### config.mk
export PLATFORM = sky130hd
export DESIGN_NAME = mem_arbiter_flat
export DESIGN_NICKNAME = d
export VERILOG_FILES = /design/src/rtl/mem_arbiter_if.sv /design/src/rtl/mem_arbiter.sv /design/src/flat_wrapper.sv
export SDC_FILE = /design/constraint.sdc
export NUM_CORES = 1
export LEC_CHECK = 0
export ABC_AREA = 1
export ABC_CLOCK_PERIOD_IN_PS = 1950
export BUFFER_PORTS_ARGS = -buffer_cell sky130_fd_sc_hd__buf_4
export CORE_ASPECT_RATIO = 1.5
export CORE_MARGIN = 2
export CORE_UTILIZATION = 50
export DETAILED_ROUTE_END_ITERATION = 6
export PLACE_DENSITY = 0.85
export SKIP_LAST_GASP = 1
export SYNTH_ARGS = -nofsm -noshare
export SYNTH_HDL_FRONTEND = slang
export SYNTH_SLANG_ARGS = --single-unit
### constraint.sdc
create_clock -name clock -period 1.95 [get_ports clock]
set_input_delay 0.2925 -clock clock [delete_from_list [all_inputs] [get_ports clock]]
set_output_delay 0.2925 -clock clock [all_outputs]
set_load 0.02 [all_outputs]
### src/rtl/mem_arbiter_if.sv
// Request/grant/done bundle between the CPU control path, the program loader,
// the arbiter and the single-ported unified memory.
interface mem_arbiter_if #(
  parameter int ADDR_W = 16,
  parameter int DATA_W = 16
);
  logic              boot_hold;
  logic              cpu_req, cpu_we;
  logic [ADDR_W-1:0] cpu_addr;
  logic [DATA_W-1:0] cpu_wdata;
  logic              cpu_gnt, cpu_done, cpu_stall;
  logic [DATA_W-1:0] cpu_rdata;
  logic              ldr_req, ldr_we;
  logic [ADDR_W-1:0] ldr_addr;
  logic [DATA_W-1:0] ldr_wdata;
  logic              ldr_gnt, ldr_done;
  logic [DATA_W-1:0] ldr_rdata;
  logic              mem_en, mem_we;
  logic [ADDR_W-1:0] mem_addr;
  logic [DATA_W-1:0] mem_wdata;
  logic [DATA_W-1:0] mem_rdata;

  // Arbiter side
  modport slave (
    input  boot_hold,
    input  cpu_req, cpu_we, cpu_addr, cpu_wdata,
    output cpu_gnt, cpu_done, cpu_stall, cpu_rdata,
    input  ldr_req, ldr_we, ldr_addr, ldr_wdata,
    output ldr_gnt, ldr_done, ldr_rdata,
    output mem_en, mem_we, mem_addr, mem_wdata,
    input  mem_rdata
  );

  // Requesters plus memory side
  modport master (
    output boot_hold,
    output cpu_req, cpu_we, cpu_addr, cpu_wdata,
    input  cpu_gnt, cpu_done, cpu_stall, cpu_rdata,
    output ldr_req, ldr_we, ldr_addr, ldr_wdata,
    input  ldr_gnt, ldr_done, ldr_rdata,
    input  mem_en, mem_we, mem_addr, mem_wdata,
    output mem_rdata
  );
endinterface

### src/rtl/mem_arbiter.sv
// Round-robin arbiter/sequencer sharing one synchronous memory between the CPU
// and the program loader; one access at a time, IDLE -> ACC -> WAIT -> DONE.
module mem_arbiter #(
  parameter int ADDR_W  = 16,
  parameter int DATA_W  = 16,
  parameter int MEM_LAT = 1
) (
  input  logic       clock,
  input  logic       reset_n,
  mem_arbiter_if.slave bus
);
  localparam int CW = (MEM_LAT > 1) ? $clog2(MEM_LAT + 1) : 1;

  typedef enum logic [1:0] {S_IDLE, S_ACC, S_WAIT, S_DONE} state_t;

  // owner/last_owner encoding: 1 = CPU, 0 = loader
  state_t            state_q, state_d;
  logic              owner_q, owner_d;
  logic              last_q, last_d;
  logic              we_q, we_d;
  logic [ADDR_W-1:0] addr_q, addr_d;
  logic [DATA_W-1:0] wdata_q, wdata_d;
  logic [CW-1:0]     cnt_q, cnt_d;
  logic [DATA_W-1:0] cpu_rdata_q, cpu_rdata_d;
  logic [DATA_W-1:0] ldr_rdata_q, ldr_rdata_d;

  logic cpu_el, ldr_el, pick_cpu;

  always_ff @(posedge clock or negedge reset_n) begin
    if (!reset_n) begin
      state_q     <= S_IDLE;
      owner_q     <= 1'b0;
      last_q      <= 1'b0;
      we_q        <= 1'b0;
      addr_q      <= '0;
      wdata_q     <= '0;
      cnt_q       <= '0;
      cpu_rdata_q <= '0;
      ldr_rdata_q <= '0;
    end else begin
      state_q     <= state_d;
      owner_q     <= owner_d;
      last_q      <= last_d;
      we_q        <= we_d;
      addr_q      <= addr_d;
      wdata_q     <= wdata_d;
      cnt_q       <= cnt_d;
      cpu_rdata_q <= cpu_rdata_d;
      ldr_rdata_q <= ldr_rdata_d;
    end
  end

  assign cpu_el   = bus.cpu_req & ~bus.boot_hold;
  assign ldr_el   = bus.ldr_req;
  // On a tie the side that did not own the previous access wins
  assign pick_cpu = cpu_el & (~ldr_el | ~last_q);

  always_comb begin
    state_d     = state_q;
    owner_d     = owner_q;
    last_d      = last_q;
    we_d        = we_q;
    addr_d      = addr_q;
    wdata_d     = wdata_q;
    cnt_d       = cnt_q;
    cpu_rdata_d = cpu_rdata_q;
    ldr_rdata_d = ldr_rdata_q;
    unique case (state_q)
      S_IDLE: begin
        if (cpu_el || ldr_el) begin
          owner_d = pick_cpu;
          last_d  = pick_cpu;
          we_d    = pick_cpu ? bus.cpu_we    : bus.ldr_we;
          addr_d  = pick_cpu ? bus.cpu_addr  : bus.ldr_addr;
          wdata_d = pick_cpu ? bus.cpu_wdata : bus.ldr_wdata;
          state_d = S_ACC;
        end
      end
      S_ACC: begin
        cnt_d   = CW'(MEM_LAT);
        state_d = S_WAIT;
      end
      S_WAIT: begin
        cnt_d = cnt_q - CW'(1);
        // Memory data is valid in the last WAIT cycle; capture on its closing edge
        if (cnt_q <= CW'(1)) begin
          cnt_d   = '0;
          state_d = S_DONE;
          if (!we_q) begin
            if (owner_q) cpu_rdata_d = bus.mem_rdata;
            else         ldr_rdata_d = bus.mem_rdata;
          end
        end
      end
      S_DONE: state_d = S_IDLE;
      default: state_d = S_IDLE;
    endcase
  end

  always_comb begin
    bus.mem_en    = (state_q == S_ACC);
    bus.mem_we    = (state_q == S_ACC) & we_q;
    bus.cpu_gnt   = ((state_q == S_ACC) || (state_q == S_WAIT)) & owner_q;
    bus.ldr_gnt   = ((state_q == S_ACC) || (state_q == S_WAIT)) & ~owner_q;
    bus.cpu_done  = (state_q == S_DONE) & owner_q;
    bus.ldr_done  = (state_q == S_DONE) & ~owner_q;
    bus.cpu_stall = bus.cpu_req & ~bus.cpu_done;
  end

  assign bus.mem_addr  = addr_q;
  assign bus.mem_wdata = wdata_q;
  assign bus.cpu_rdata = cpu_rdata_q;
  assign bus.ldr_rdata = ldr_rdata_q;
endmodule

### src/flat_wrapper.sv
// flat-port wrapper written by rule: the top's interface ports become plain ports
module mem_arbiter_flat 
#(
  parameter int ADDR_W  = 16,
  parameter int DATA_W  = 16,
  parameter int MEM_LAT = 1
)
  (clock, reset_n, bus_boot_hold, bus_cpu_req, bus_cpu_we, bus_cpu_addr, bus_cpu_wdata, bus_cpu_gnt, bus_cpu_done, bus_cpu_stall, bus_cpu_rdata, bus_ldr_req, bus_ldr_we, bus_ldr_addr, bus_ldr_wdata, bus_ldr_gnt, bus_ldr_done, bus_ldr_rdata, bus_mem_en, bus_mem_we, bus_mem_addr, bus_mem_wdata, bus_mem_rdata);
  mem_arbiter_if #(.ADDR_W(ADDR_W), .DATA_W(DATA_W)) bus_i ();
  input  logic clock;
  input  logic reset_n;
  input wire logic [$bits(bus_i.boot_hold)-1:0] bus_boot_hold;
  input wire logic [$bits(bus_i.cpu_req)-1:0] bus_cpu_req;
  input wire logic [$bits(bus_i.cpu_we)-1:0] bus_cpu_we;
  input wire logic [$bits(bus_i.cpu_addr)-1:0] bus_cpu_addr;
  input wire logic [$bits(bus_i.cpu_wdata)-1:0] bus_cpu_wdata;
  output wire logic [$bits(bus_i.cpu_gnt)-1:0] bus_cpu_gnt;
  output wire logic [$bits(bus_i.cpu_done)-1:0] bus_cpu_done;
  output wire logic [$bits(bus_i.cpu_stall)-1:0] bus_cpu_stall;
  output wire logic [$bits(bus_i.cpu_rdata)-1:0] bus_cpu_rdata;
  input wire logic [$bits(bus_i.ldr_req)-1:0] bus_ldr_req;
  input wire logic [$bits(bus_i.ldr_we)-1:0] bus_ldr_we;
  input wire logic [$bits(bus_i.ldr_addr)-1:0] bus_ldr_addr;
  input wire logic [$bits(bus_i.ldr_wdata)-1:0] bus_ldr_wdata;
  output wire logic [$bits(bus_i.ldr_gnt)-1:0] bus_ldr_gnt;
  output wire logic [$bits(bus_i.ldr_done)-1:0] bus_ldr_done;
  output wire logic [$bits(bus_i.ldr_rdata)-1:0] bus_ldr_rdata;
  output wire logic [$bits(bus_i.mem_en)-1:0] bus_mem_en;
  output wire logic [$bits(bus_i.mem_we)-1:0] bus_mem_we;
  output wire logic [$bits(bus_i.mem_addr)-1:0] bus_mem_addr;
  output wire logic [$bits(bus_i.mem_wdata)-1:0] bus_mem_wdata;
  input wire logic [$bits(bus_i.mem_rdata)-1:0] bus_mem_rdata;
  assign bus_i.boot_hold = bus_boot_hold;
  assign bus_i.cpu_req = bus_cpu_req;
  assign bus_i.cpu_we = bus_cpu_we;
  assign bus_i.cpu_addr = bus_cpu_addr;
  assign bus_i.cpu_wdata = bus_cpu_wdata;
  assign bus_cpu_gnt = bus_i.cpu_gnt;
  assign bus_cpu_done = bus_i.cpu_done;
  assign bus_cpu_stall = bus_i.cpu_stall;
  assign bus_cpu_rdata = bus_i.cpu_rdata;
  assign bus_i.ldr_req = bus_ldr_req;
  assign bus_i.ldr_we = bus_ldr_we;
  assign bus_i.ldr_addr = bus_ldr_addr;
  assign bus_i.ldr_wdata = bus_ldr_wdata;
  assign bus_ldr_gnt = bus_i.ldr_gnt;
  assign bus_ldr_done = bus_i.ldr_done;
  assign bus_ldr_rdata = bus_i.ldr_rdata;
  assign bus_mem_en = bus_i.mem_en;
  assign bus_mem_we = bus_i.mem_we;
  assign bus_mem_addr = bus_i.mem_addr;
  assign bus_mem_wdata = bus_i.mem_wdata;
  assign bus_i.mem_rdata = bus_mem_rdata;
  mem_arbiter #(.ADDR_W(ADDR_W), .DATA_W(DATA_W), .MEM_LAT(MEM_LAT)) u_core (.clock(clock), .reset_n(reset_n), .bus(bus_i));
endmodule
==> run metrics <==
HPWL after detailed placement=6.65 mm; growth of design area from synthesis to finish=44.1%; Seq/Total Area, Yosys=51.1%; top fanout value on the critical path=4; global-route usage over all layers=25.1%; shortest period the worst path allows=1.76 ns; fillcell total=485; weighted congestion at the end of routability-driven global placement=0.915; clock-pin slew reported for the worst setup and hold paths after clock tree synthesis=0.07 ns; unrepaired setup endpoints after global routing=no; cell internal pwr=4.32 mW; share of total power in the clock network=15.4%; std cell rows=36; logic depth of the worst register-to-register path=7; number of failing hold endpoints at the final stage=0; Detailed Routing Iterations Pass 1=5; setup violation total in the final timing report=0; critical path data arrival time=1.46 ns; final critical-path share of the clock period=90.1%; #FFs+latches synth=68; largest net degree at the start of global routing=39; Vias per Instance=4.95; Mapped Nets=532; Pwr Total=7.50 mW; via count of the first global-routing pass=3,424; post-synthesis cell type with the largest combined area=dfrtp_1; number of warnings printed during yosys synthesis=0; number of distinct library cells after synthesis=15; delay of the slowest critical-path stage=around 0.39 ns; most used cell along the critical path=inv_1; number of buffers added by the clock tree synthesis step=9; number of cells on the worst hold path=3; global-route congestion overflow total=0; Antenna Nets Post-Route=0; # diodes=0; width of the chip=70.6 um; detailed router's first-iteration violation count=220; buffers inserted by post-CTS timing repair=0; biggest area contributors in the synthesized netlist=dfrtp_1 (51%), nand2_1 (15%), nand3_1 (11%), inv_1 (10%), o21ai_0 (5.4%); outcome=finished clean; worst supply voltage drop on vdd=around 1.1 mV; worst reg2reg startpoint=u_core.state_q[0]$_DFFE_PN0P_; final total negative setup slack=0 ns; global-route wire length before repair=15.0 mm; TritonCTS clock tree=yes; post-synthesis instance area=3330 um^2; kind of path behind the tightest hold check=in -> reg; Critical Path Source=u_core.state_q[0]$_DFFE_PN0P_; type of destination of the critical path=output pin; Clock Sinks=68; Power Density=around 1600 nW/um^2; number of buffers between clock root and the deepest sink=2; Startpoint Class=flip-flop; slew margin rel.=55.6%; number of nets in the final layout=a little under 700; Gate power share=50.0%; NetSw=3.18 mW; Highest Clock Rate=0.569 GHz; via total after detailed routing=3,348; Yosys top cell area share=~50%; Placeable Area=6490 um^2; # IOs=around 160; share of power burned in registers=34.6%; average cell area after synthesis=roughly 7.6 um^2; number of antenna violations at the first check in global routing=0; die outline height=around 100 um; cells along the critical path=inv_1, ha_1, inv_1, nor2_1, buf_4; layout cells sized above 1=between 30% and 40%; switching part of the total power=42.4%; post-route clock skew=0.00774 ns; maximum level of the CTS H-tree=3; Avg WL per Cell=13.4 um; Skew-Pair Late Insertion Delay=0.34 ns; cells after synthesis=440; sequential cell area=1700 um^2; origin of the worst min-delay path=bus_mem_rdata[0]; endpoint required time on the critical path=~1.7 ns; DRC viols=0; Post-Route WL=approximately 9.1 mm; measured slew at the worst slew-check pin=0.665 ns; critical path type=reg -> out; worst reg2reg setup slack=0.39 ns; count of input and output buffers=157; area of the die=7340 um^2; initial core utilization=51.3%; max-capacitance violation count=0; multi-input gate area in the final layout=1170 um^2; leakage=2.89 nW; CTS Root Buffer Type=clkbuf_8; slowest stage cell, crit path=dfrtp_1; Final Max Slew Viols=0
-- worst paths after layout --
kind | endpoint
max | bus_ldr_gnt
max in group asynchronous | u_core.bus.cpu_rdata[12]$_DFFE_PN0P_
min reg2reg | u_core.bus.mem_addr[13]$_DFFE_PN0P_
min | u_core.bus.cpu_rdata[0]$_DFFE_PN0P_
max reg2reg | u_core.bus.mem_addr[0]$_DFFE_PN0P_
min in group asynchronous | u_core.bus.mem_addr[1]$_DFFE_PN0P_
-- layer usage --
metal | share of wire [%] | vias up | GRT usage [%]
met5 | 0 | - | 0
met4 | 2.2 | 0 | 10.2
met3 | 8.6 | 18 | 6.10
met2 | 52 | 143 | 44.3
met1 | 38 | 1553 | 28.5
li1 | - | 1634 | -
-- synth_stat cells (all sizes together) --
| library cell | instances |
|---|---|
| buf | 17 |
| a21oi | 1 |
| nor2 | 4 |
| nand3 | 71 |
| o21ai | 37 |
| dfrtp | 68 |
| ha | 5 |
| nand2 | 137 |
| clkbuf | 5 |
| inv | 95 |
-- cells by family after synthesis --
group	count (synthesis)	synth area share, %
buffers and inverters	117	13.8
flip-flops	68	51.1
adder cells (fa/ha/maj)	5	1.88
AO/OA/AOI/OAI	38	6.16
AND/OR/NAND/NOR	212	27.0
-- cell type report --
type                    count  area share, %
clock inverters             4          0.991
repair buffers            166           26.6
well taps                  76           1.98
clock buffers              12           3.23
inverters                  95           7.43
flip-flops and latches     68           35.5
multi-input cells         255           24.3
-- cell usage in the layout, fill, tap and decap left out --
cell,netlist,layout
buf_12,0,2
nor2_1,3,3
o21ai_0,36,36
inv_1,93,93
nand3_1,70,70
inv_2,2,2
dfrtp_1,68,68
nand3_2,1,1
a21oi_4,1,1
nand2_1,136,136
clkbuf_1,5,1
buf_4,0,163
dlygate4sd3_1,0,1
o21ai_2,1,1
clkbuf_8,0,11
nor2_4,1,1
bufinv_16,0,1
clkinv_2,0,2
ha_1,5,5
clkinvlp_4,0,1
nand2_2,1,1
-- state kept, by name (all words and copies together), names as in the netlist --
name,count
u_core.bus.mem_addr,16
u_core.last_q,1
u_core.bus.ldr_rdata,16
u_core.bus.mem_wdata,16
u_core.bus.cpu_rdata,16
u_core.we_q,1
u_core.state_q,2
-- metrics by stage --
step / util, % / hold WS, ns / area, um^2 / instances / setup WS [ns]
after floorplan: - / -0.00309 / 3330 / 440 / 0.610
after global placement: 70.7 / 0.292 / 4580 / 659 / 0.476
after detailed placement: 70.7 / 0.299 / 4580 / 659 / 0.402
after CTS: 74.0 / 0.216 / 4800 / 676 / 0.197
after global routing: 74.0 / 0.229 / 4800 / 676 / 0.100
final: 74.0 / 0.224 / 4800 / 676 / 0.193
-- critical path, delay by kind of cell, from the launching register on --
family	cells	cell delay, ns
fa+ha+maj	1	0.33
buf+inv	3	0.31
simple gates	1	0.11
flops	1	0.39
-- power groups by stage --
stage	clock network (mW)	registers, mW	logic, mW
after global placement	0	2.56	3.65
after global routing	1.24	2.67	4.10
after CTS	1.18	2.58	3.79
after detailed placement	0	2.59	3.78
final	1.16	2.59	3.75
after floorplan	0	3.31	1.31
-- what timing repair did --
action,CTS,global route
endpoints found under the hold margin,36,0
hold buffers,1,0
resized for setup,0,0
setup endpoints to repair,0,0
Power figures use the tool's default switching activity.
